## config.mk

```make
export PLATFORM = sky130hd
export DESIGN_NAME = lzc_seq
export DESIGN_NICKNAME = d
export VERILOG_FILES = /design/src/rtl/lzc_pkg.sv /design/src/rtl/lzc.sv /design/src/rtl/lzc_seq.sv
export SDC_FILE = /design/constraint.sdc
export NUM_CORES = 1
export LEC_CHECK = 0
export CORE_ASPECT_RATIO = 1.1
export CORE_MARGIN = 1
export CORE_UTILIZATION = 45
export DETAILED_ROUTE_END_ITERATION = 8
export GPL_ROUTABILITY_DRIVEN = 0
export PLACE_DENSITY = 0.74
export SYNTH_ARGS = -nofsm -noshare
export SYNTH_HDL_FRONTEND = slang
export SYNTH_SLANG_ARGS = --single-unit
```

## constraint.sdc

```tcl
create_clock -name clk -period 4.7 [get_ports clk]
set_input_delay 1.41 -clock clk [delete_from_list [all_inputs] [get_ports clk]]
set_output_delay 1.41 -clock clk [all_outputs]
set_load 0.01 [all_outputs]
```

## src/rtl/lzc_pkg.sv

```systemverilog
// Shared FSM state type and width helper for the sequential leading-zero counter.
package lzc_pkg;

    typedef enum logic [1:0] {
        IDLE = 2'd0,
        SCAN = 2'd1,
        DONE = 2'd2
    } state_e;

    // Bits needed to hold a count in the range 0..width inclusive.
    function automatic int cnt_width(input int width);
        return $clog2(width + 1);
    endfunction

endpackage

```

## src/rtl/lzc.sv

```systemverilog
// Combinational leading-zero counter over a WIDTH-bit slice; all-zero input yields WIDTH.
module lzc
    import lzc_pkg::*;
#(
    parameter int WIDTH = 16
) (
    input  logic [WIDTH-1:0]            in_bits,
    output logic [cnt_width(WIDTH)-1:0] zero_cnt
);

    localparam int CW = cnt_width(WIDTH);

    always_comb begin
        // NOTE: default first so every path assigns zero_cnt; no latch is inferred.
        zero_cnt = CW'(WIDTH);
        for (int i = 0; i < WIDTH; i++) begin
            if (in_bits[i]) begin
                zero_cnt = CW'(WIDTH - 1 - i);
            end
        end
    end

endmodule

```

## src/rtl/lzc_seq.sv

```systemverilog
// Sequential leading-zero counter/normaliser scanning CHUNK bits per cycle.
// Define LZC_SEQ_EARLY_EXIT_EN to leave SCAN as soon as the first set bit is found.
module lzc_seq
    import lzc_pkg::*;
#(
    parameter int WIDTH = 64,
    parameter int CHUNK = 16
) (
    input  logic                        clk,
    input  logic                        reset_n,
    input  logic                        InValid,
    output logic                        InReady,
    input  logic [WIDTH-1:0]            InNum,
    output logic                        OutValid,
    input  logic                        OutReady,
    output logic [cnt_width(WIDTH)-1:0] ZeroCnt,
    output logic [WIDTH-1:0]            NormNum,
    output logic                        Busy
);

    localparam int NCHUNK = WIDTH / CHUNK;
    localparam int CNT_W  = cnt_width(WIDTH);
    localparam int CCNT_W = cnt_width(CHUNK);
    localparam int IDX_W  = (NCHUNK > 1) ? $clog2(NCHUNK) : 1;
    localparam logic [IDX_W-1:0] LAST_IDX = IDX_W'(NCHUNK - 1);

    if (((WIDTH % CHUNK) != 0) || (CHUNK < 2)) begin : g_param_check
        $error("lzc_seq: WIDTH must be a multiple of CHUNK and CHUNK must be >= 2");
    end

    state_e             state_q, state_d;
    logic [WIDTH-1:0]   work_q, work_d;
    logic [CNT_W-1:0]   count_q, count_d;
    logic [IDX_W-1:0]   idx_q, idx_d;
    logic               found_q, found_d;
    logic               out_valid_q, out_valid_d;
    logic               busy_q, busy_d;
    logic               in_ready_q, in_ready_d;
    logic               scan_exit;
    logic [CCNT_W-1:0]  chunk_cnt;

    lzc #(
        .WIDTH (CHUNK)
    ) u_lzc (
        .in_bits  (work_q[WIDTH-1 -: CHUNK]),
        .zero_cnt (chunk_cnt)
    );

    // A chunk count of CHUNK means all-zero: shift and count by the full chunk.
    // Any smaller count lands the first set bit at the MSB, so one rule covers both.
    always_comb begin
        state_d     = state_q;
        work_d      = work_q;
        count_d     = count_q;
        idx_d       = idx_q;
        found_d     = found_q;
        out_valid_d = out_valid_q;
        busy_d      = busy_q;
        in_ready_d  = in_ready_q;
        scan_exit   = 1'b0;

        case (state_q)
            IDLE: begin
                if (InValid && in_ready_q) begin
                    work_d     = InNum;
                    count_d    = '0;
                    idx_d      = '0;
                    found_d    = 1'b0;
                    state_d    = SCAN;
                    busy_d     = 1'b1;
                    in_ready_d = 1'b0;
                end
            end

            SCAN: begin
                if (!found_q) begin
                    count_d = count_q + CNT_W'(chunk_cnt);
                    work_d  = work_q << chunk_cnt;
                    found_d = (chunk_cnt != CCNT_W'(CHUNK));
                end
                idx_d = idx_q + IDX_W'(1);
`ifdef LZC_SEQ_EARLY_EXIT_EN
                scan_exit = found_d || (idx_q == LAST_IDX);
`else
                scan_exit = (idx_q == LAST_IDX);
`endif
                if (scan_exit) begin
                    idx_d       = idx_q;
                    state_d     = DONE;
                    out_valid_d = 1'b1;
                end
            end

            DONE: begin
                if (OutReady) begin
                    state_d     = IDLE;
                    out_valid_d = 1'b0;
                    busy_d      = 1'b0;
                    in_ready_d  = 1'b1;
                end
            end

            default: begin
                state_d     = IDLE;
                out_valid_d = 1'b0;
                busy_d      = 1'b0;
                in_ready_d  = 1'b1;
            end
        endcase
    end

    always_ff @(posedge clk or negedge reset_n) begin
        if (!reset_n) begin
            state_q     <= IDLE;
            work_q      <= '0;
            count_q     <= '0;
            idx_q       <= '0;
            found_q     <= 1'b0;
            out_valid_q <= 1'b0;
            busy_q      <= 1'b0;
            in_ready_q  <= 1'b1;
        end else begin
            // NOTE: non-blocking so every flop samples the pre-edge values of the others.
            state_q     <= state_d;
            work_q      <= work_d;
            count_q     <= count_d;
            idx_q       <= idx_d;
            found_q     <= found_d;
            out_valid_q <= out_valid_d;
            busy_q      <= busy_d;
            in_ready_q  <= in_ready_d;
        end
    end

    assign InReady  = in_ready_q;
    assign OutValid = out_valid_q;
    assign Busy     = busy_q;
    assign ZeroCnt  = count_q;
    assign NormNum  = work_q;

endmodule

```

==> results of run 1 <==
[through the flow]
stage	instances	worst slack [ps]	instance area, µm²
3_5_place_dp	1097	966	8500
4_1_cts	1113	1170	8770
6_report	1113	1040	8770
3_3_place_gp	1097	962	8500
2_1_floorplan	798	1350	6970
5_1_grt	1113	810	8770
[registers in the layout (all words and copies together), names as in the netlist]
register	cells
InReady	1
state_q	2
ZeroCnt	7
found_q	1
idx_q	2
Busy	1
OutValid	1
NormNum	64
[synthesized netlist by cell type, drive strengths merged (4+ instances only)]
cell type | instances | area (µm²)
a21boi | 4 | 30.0
a21o | 4 | 30.0
a21oi | 45 | 225
a221o | 6 | 60.1
a221oi | 28 | 251
a22o | 4 | 35.0
a22oi | 23 | 173
a2bb2oi | 4 | 41.3
a31oi | 12 | 75.1
and3 | 6 | 37.5
buf | 27 | 198
clkbuf | 31 | 116
dfrtp | 78 | 1950
ha | 6 | 75.1
inv | 13 | 53.8
mux2 | 31 | 349
mux2i | 141 | 1410
nand2 | 69 | 262
nand3 | 17 | 85.1
nor2 | 77 | 292
nor2b | 8 | 50.1
nor3 | 6 | 30.0
nor4 | 5 | 46.3
o211ai | 13 | 97.6
o21a | 10 | 75.1
o21ai | 52 | 264
o221ai | 4 | 35.0
o22a | 6 | 52.6
o22ai | 4 | 25.0
o31ai | 6 | 45.0
or3 | 14 | 87.6
xor2 | 4 | 35.0
[routing by layer]
metal  routed length [µm]  up-vias  GRT usage [%]
li1                     -     3272              -
met1                10600     3616           44.8
met2                11900      618           50.7
met3                 3230      135           7.37
met4                 1710        0           20.9
met5                    0        -              0
[worst max-delay path, stage by stage (launching register included)]
cell and delay, ps:
dfrtp_1 510, nor2_1 180, nand2_1 110, o21ai_1 390
nand2_2 120, inv_2 480, buf_4 520, mux2i_1 290
mux2_2 350, o211ai_1 370, a31oi_1 150
[kinds of logic after synthesis]
family          Yosys count
buf+inv                  71
fa+ha+maj                 7
flops                    79
compound gates          248
xor+xnor                  5
mux                     173
simple gates            215
[placed cells by master, fill, tap and decap left out, types with 3 or more instances in the layout]
cell type and n:
a21boi_0 4, inv_1 10, o21a_1 10, nor3_1 6, o221ai_1 4, a221o_1 6, clkdlybuf4s50_1 140, a31oi_1 12
nor2_1 75, a22o_1 4, and3_1 6, nor2b_1 7, o21ai_1 3, o31ai_1 6, ha_1 6, a221oi_1 27
xor2_1 4, nand3_1 17, and2_1 3, mux2_2 31, dfrtp_1 78, o211ai_1 13, a2bb2oi_1 3, a21o_1 4
a21oi_1 45, a211oi_1 3, o22ai_1 4, o22a_1 6, or3_1 14, mux2i_1 141, clkbuf_16 9, a22oi_1 23
buf_4 21, nand2_1 67, nor4_1 4, o21ai_0 48
[path summary, 6_finish.rpt]
check	startpoint	to	slack [ps]	depth (start not counted)
min reg2reg	Busy	Busy	490	1
max in group asynchronous	reset_n	NormNum[17]	2720	1
max reg2reg	NormNum[59]	NormNum[37]	1040	10
min	Busy	Busy	490	1
min in group asynchronous	reset_n	NormNum[38]	1240	1
max	NormNum[59]	NormNum[37]	1040	10
[final cells by class]
class	instances	area (µm²)	share of cell area [%]
clock buffer	11	243	2.77
multi-input combinational	648	4660	53.1
tap	196	245	2.80
clock inverter	5	33.8	0.385
sequential	79	1980	22.5
timing repair buffer	161	1560	17.8
inverter	13	53.8	0.613
[power breakdown]
part | switching (mW) | internal (mW)
Combinational | 3.47 | 2.44
Clock | 0.321 | 0.372
Sequential | 0.522 | 0.992
==> run summary, run 1 <==
Yosys reg bits -> 79
Post-CTS Resized -> 0
Die width -> 121 µm
Skew-Pair Late Insertion Delay -> 360 ps
Setup TNS -> 0 ps
GRT Overall Usage -> 34.0%
Worst hold path class -> flip-flop to flip-flop
Total Power -> 8.12 mW
Final hold vios -> 0
Clk root buf -> clkbuf_16
Startpoint Class -> flip-flop
Mapped Area -> 6970 µm²
Port bufs -> 141
Setup Buffers After CTS -> 0
P&R area growth vs syn -> 25.8%
Final slew viol count -> 0
Ys flop type -> dfrtp_1
Routed length per instance -> 24.7 µm
Vias in the first global route -> 7,334
Initial detailed-routing violation count -> 1,010
Post-DRT Antenna Nets -> 0
Post-synthesis async set-or-reset flop share -> 100%
CP Capture Type -> flip-flop
Largest family of logic cells by synthesized area -> multiplexers
Maximum clock rate -> 273 MHz
Global route overflow -> 0
CP arrival -> 3870 ps
CTS max path bufs -> 2
Drt drc -> 0
Setup CP Type -> flip-flop to flip-flop
Dpl hpwl -> 19,600 µm
Pin count of the biggest net entering global routing -> 80
Worst-path fanout max -> 30
Syn. warnings -> 0
Clk_skew -> 9.19 ps
Synth Area in XOR/XNOR -> 0.628%
Routed wire length -> 27,400 µm
Part of the Yosys area used for sequential elements -> 28.4%
Leakage -> 3.62 nW
Syn avg cell area -> 8.74 µm²
Worst-margin pin slew -> 1110 ps
First-pass DRT Iterations -> 6
Total number of vias -> 7,641
Initial antenna violation count -> 0
Max VDD drop -> 0.000516 V
Num CTS Buffers -> 9
Via density -> 6.87
Post-cts hold buffer count -> 0
Layout cell share with drive strength beyond 1 -> 9.49%
Cells after synthesis -> 798
Tcrit/Tclk final -> 77.8%
Slew headroom -> 26.0%
Die Y -> 133 µm
Smallest hold slack -> 487 ps
H-tree depth -> 3
CP required -> 4910 ps
Syn Nets -> 873
# setup viols final -> 0
Pwr per Cell Area -> 926 nW/µm²
Initial Util -> 46.1%
First-pass GRT wire length -> 41,500 µm
Post-Synth Adder-Cell Area -> 1.36%
Clock-pin slew on the worst setup and hold paths -> 70 ps
Die footprint -> 16,000 µm²
# IOs -> 142
Synth Area in Compound Gates -> 24.7%
Mux contribution to synthesized area -> 25.6%
Sinks on Clock Net -> 79
TritonCTS clock tree -> yes
RSZ-0062 raised after global routing -> no
Utilization after layout -> 58.1%
Core ar. -> 15,100 µm²
Fin crit period -> 3660 ps
Status -> completed
Number of flops mapped to enable cells by yosys -> 0
Fill cells -> 1,353
Post-Synth Simple-Gate Area -> 14.1%
Max cap viols -> 0
Nets -> 987
Synth cell types -> 73
ANT cells -> 0
# rows -> 47
(Power assumes the default switching activity.)
==> run 2: changes to the inputs <==
Clock period 4.7 ns to 3.7 ns, I/O delays scaled along.
==> run summary, run 2 (synthesis gave the netlist of run 1 again) <==
Max reg flops -> 64 (unchanged)
Status -> completed
First-pass DRT Iterations -> 6 (unchanged)
TritonCTS clock tree -> yes
Clock-pin slew on the worst setup and hold paths -> 70 ps (about the same)
Core ar. -> 15,100 µm² (unchanged)
Final slew viol count -> 0 (unchanged)
Worst Hold Launch -> Busy
Skew-Pair Late Insertion Delay -> 350 ps (about the same)
Worst-path fanout max -> 17 (-43%)
GRT Overall Usage -> 34.4% (+0.31 points)
Global route overflow -> 0 (unchanged)
First-pass GRT wire length -> 42,300 µm (+2.1%)
CP Capture Type -> flip-flop
Routed wire length -> 27,300 µm (-0.43%)
# rows -> 47 (unchanged)
Num CTS Buffers -> 9 (unchanged)
Post-DRT Antenna Nets -> 0 (unchanged)
Dpl hpwl -> 20,000 µm (+2.2%)
Setup TNS -> 0 ps (unchanged)
Vias in the first global route -> 7,304 (-0.41%)
Initial detailed-routing violation count -> 1,147 (+14%)
Max cap viols -> 0 (unchanged)
H-tree depth -> 3 (unchanged)
RSZ-0062 raised after global routing -> no
Leakage -> 3.75 nW (+3.6%)
Setup ws final -> 356 ps (-687 ps)
CP top delay family -> multiplexers
Setup Buffers After CTS -> 0 (unchanged)
# IOs -> 142 (unchanged)
Final hold vios -> 0 (unchanged)
Die width -> 121 µm (unchanged)
Pin count of the biggest net entering global routing -> 80 (unchanged)
Max stage delay on crit path -> 480 ps (-40 ps)
Worst Hold Depth -> 1 (unchanged)
Layout cell share with drive strength beyond 1 -> 11.1% (+1.7 points)
# setup viols final -> 0 (unchanged)
Nets -> 1,003 (+1.6%)
Routed length per instance -> 24.2 µm (-1.8%)
Commonest non-fill, non-tap cells in the layout -> 141 x mux2i_1, 140 x clkdlybuf4s50_1, 78 x dfrtp_1
Worst hold path class -> flip-flop to flip-flop
Sinks on Clock Net -> 79 (unchanged)
CP most frequent cell -> mux2i_1
Placement Cell Area -> 8680 µm² (+2.1%)
Initial Util -> 46.1% (unchanged)
Slew headroom -> 27.3% (+1.3 points)
Total Power -> 10.6 mW (+31%)
Utilization after layout -> 59.6% (+1.5 points)
Max VDD drop -> 0.000513 V (-0.68%)
CP max-delay cell -> dfrtp_1
P&R area growth vs syn -> 29.1%
Cell area after layout -> 9000 µm² (+2.6%)
Port bufs -> 141 (unchanged)
Crit path from -> NormNum[62]
Clk_skew -> 10.1 ps (+0.951 ps)
Critical path depth -> 10 (unchanged)
Tcrit/Tclk final -> 90.4% (+13 points)
Fin crit period -> 3340 ps (-313 ps)
Cells along the critical path -> nor4_4, nand2_1, o21a_1, inv_6, buf_12, mux2i_1, mux2i_1, mux2i_1, mux2i_1, o41a_1
Post-cts hold buffer count -> 0 (unchanged)
FF-to-FF path depth -> 10 (unchanged)
Buffers & Inverters on Critical Path -> 2 (unchanged)
Drt drc -> 0 (unchanged)
Die footprint -> 16,000 µm² (unchanged)
Initial antenna violation count -> 0 (unchanged)
Worst r2r src -> NormNum[62]
Pre-CTS setup slack -> 220 ps (-746 ps)
Post-CTS Resized -> 0 (unchanged)
Via density -> 6.78 (-1.3%)
Maximum clock rate -> 299 MHz (+9.4%)
Startpoint Class -> flip-flop
Clk root buf -> clkbuf_16
Worst-margin pin slew -> 1090 ps (-19.9 ps)
Die Y -> 133 µm (unchanged)
Pwr per Cell Area -> 1180 nW/µm² (+27%)
Commonest non-fill, non-tap cell in the layout -> mux2i_1
Setup CP Type -> flip-flop to flip-flop
CP required -> 3920 ps (-990 ps)
Total number of vias -> 7,651 (+0.13%)
CP arrival -> 3570 ps (-300 ps)
CTS max path bufs -> 2 (unchanged)
ANT cells -> 0 (unchanged)
==> run 2: cell types whose count changed in the layout (fill, tap and decap cells not counted) <==
cell / before / now
bufinv_16: 0 / 2
clkinvlp_4: 2 / 0
buf_12: 0 / 5
clkinv_2: 2 / 3
buf_4: 21 / 32
clkbuf_1: 1 / 0
==> run 2: layer usage <==
metal	up-vias	global-route usage [%]	part of all wire, %
met5	-	0	0
met4	0	16.2	5.0
met3	118	6.51	12
met2	639	51.7	44
met1	3599	47.3	39
li1	3295	-	-
==> run 2: path summary, 6_finish.rpt <==
kind / slack (ps) / end
worst max-delay path: 360 / NormNum[41]
worst min register to register: 510 / Busy
min in group asynchronous: 940 / NormNum[57]
max in group asynchronous: 2020 / NormNum[42]
worst min-delay path: 510 / Busy
worst max register to register: 360 / NormNum[41]
==> run 2: cell type report <==
| cell class | count | area [µm²] |
|---|---|---|
| tap | 196 | 245 |
| clock buffer | 10 | 239 |
| fill | 1320 | 6110 |
| multi-input combinational | 648 | 4660 |
| timing repair buffer | 177 | 1740 |
| clock inverter | 6 | 83.8 |
| inverter | 13 | 53.8 |
| sequential | 79 | 1980 |
==> run 2: power breakdown <==
part | total (mW) | switching [mW] | internal, mW
Clock | 1.00 | 0.395 | 0.608
Combinational | 7.75 | 4.49 | 3.26
Sequential | 1.86 | 0.599 | 1.26
==> run 2: stage by stage <==
step | hold slack [ps] | std cells
floorplan | 476 | 798
global placement | 495 | 1113
detailed placement | 496 | 1113
CTS | 524 | 1129
global route | 532 | 1129
finish | 509 | 1129
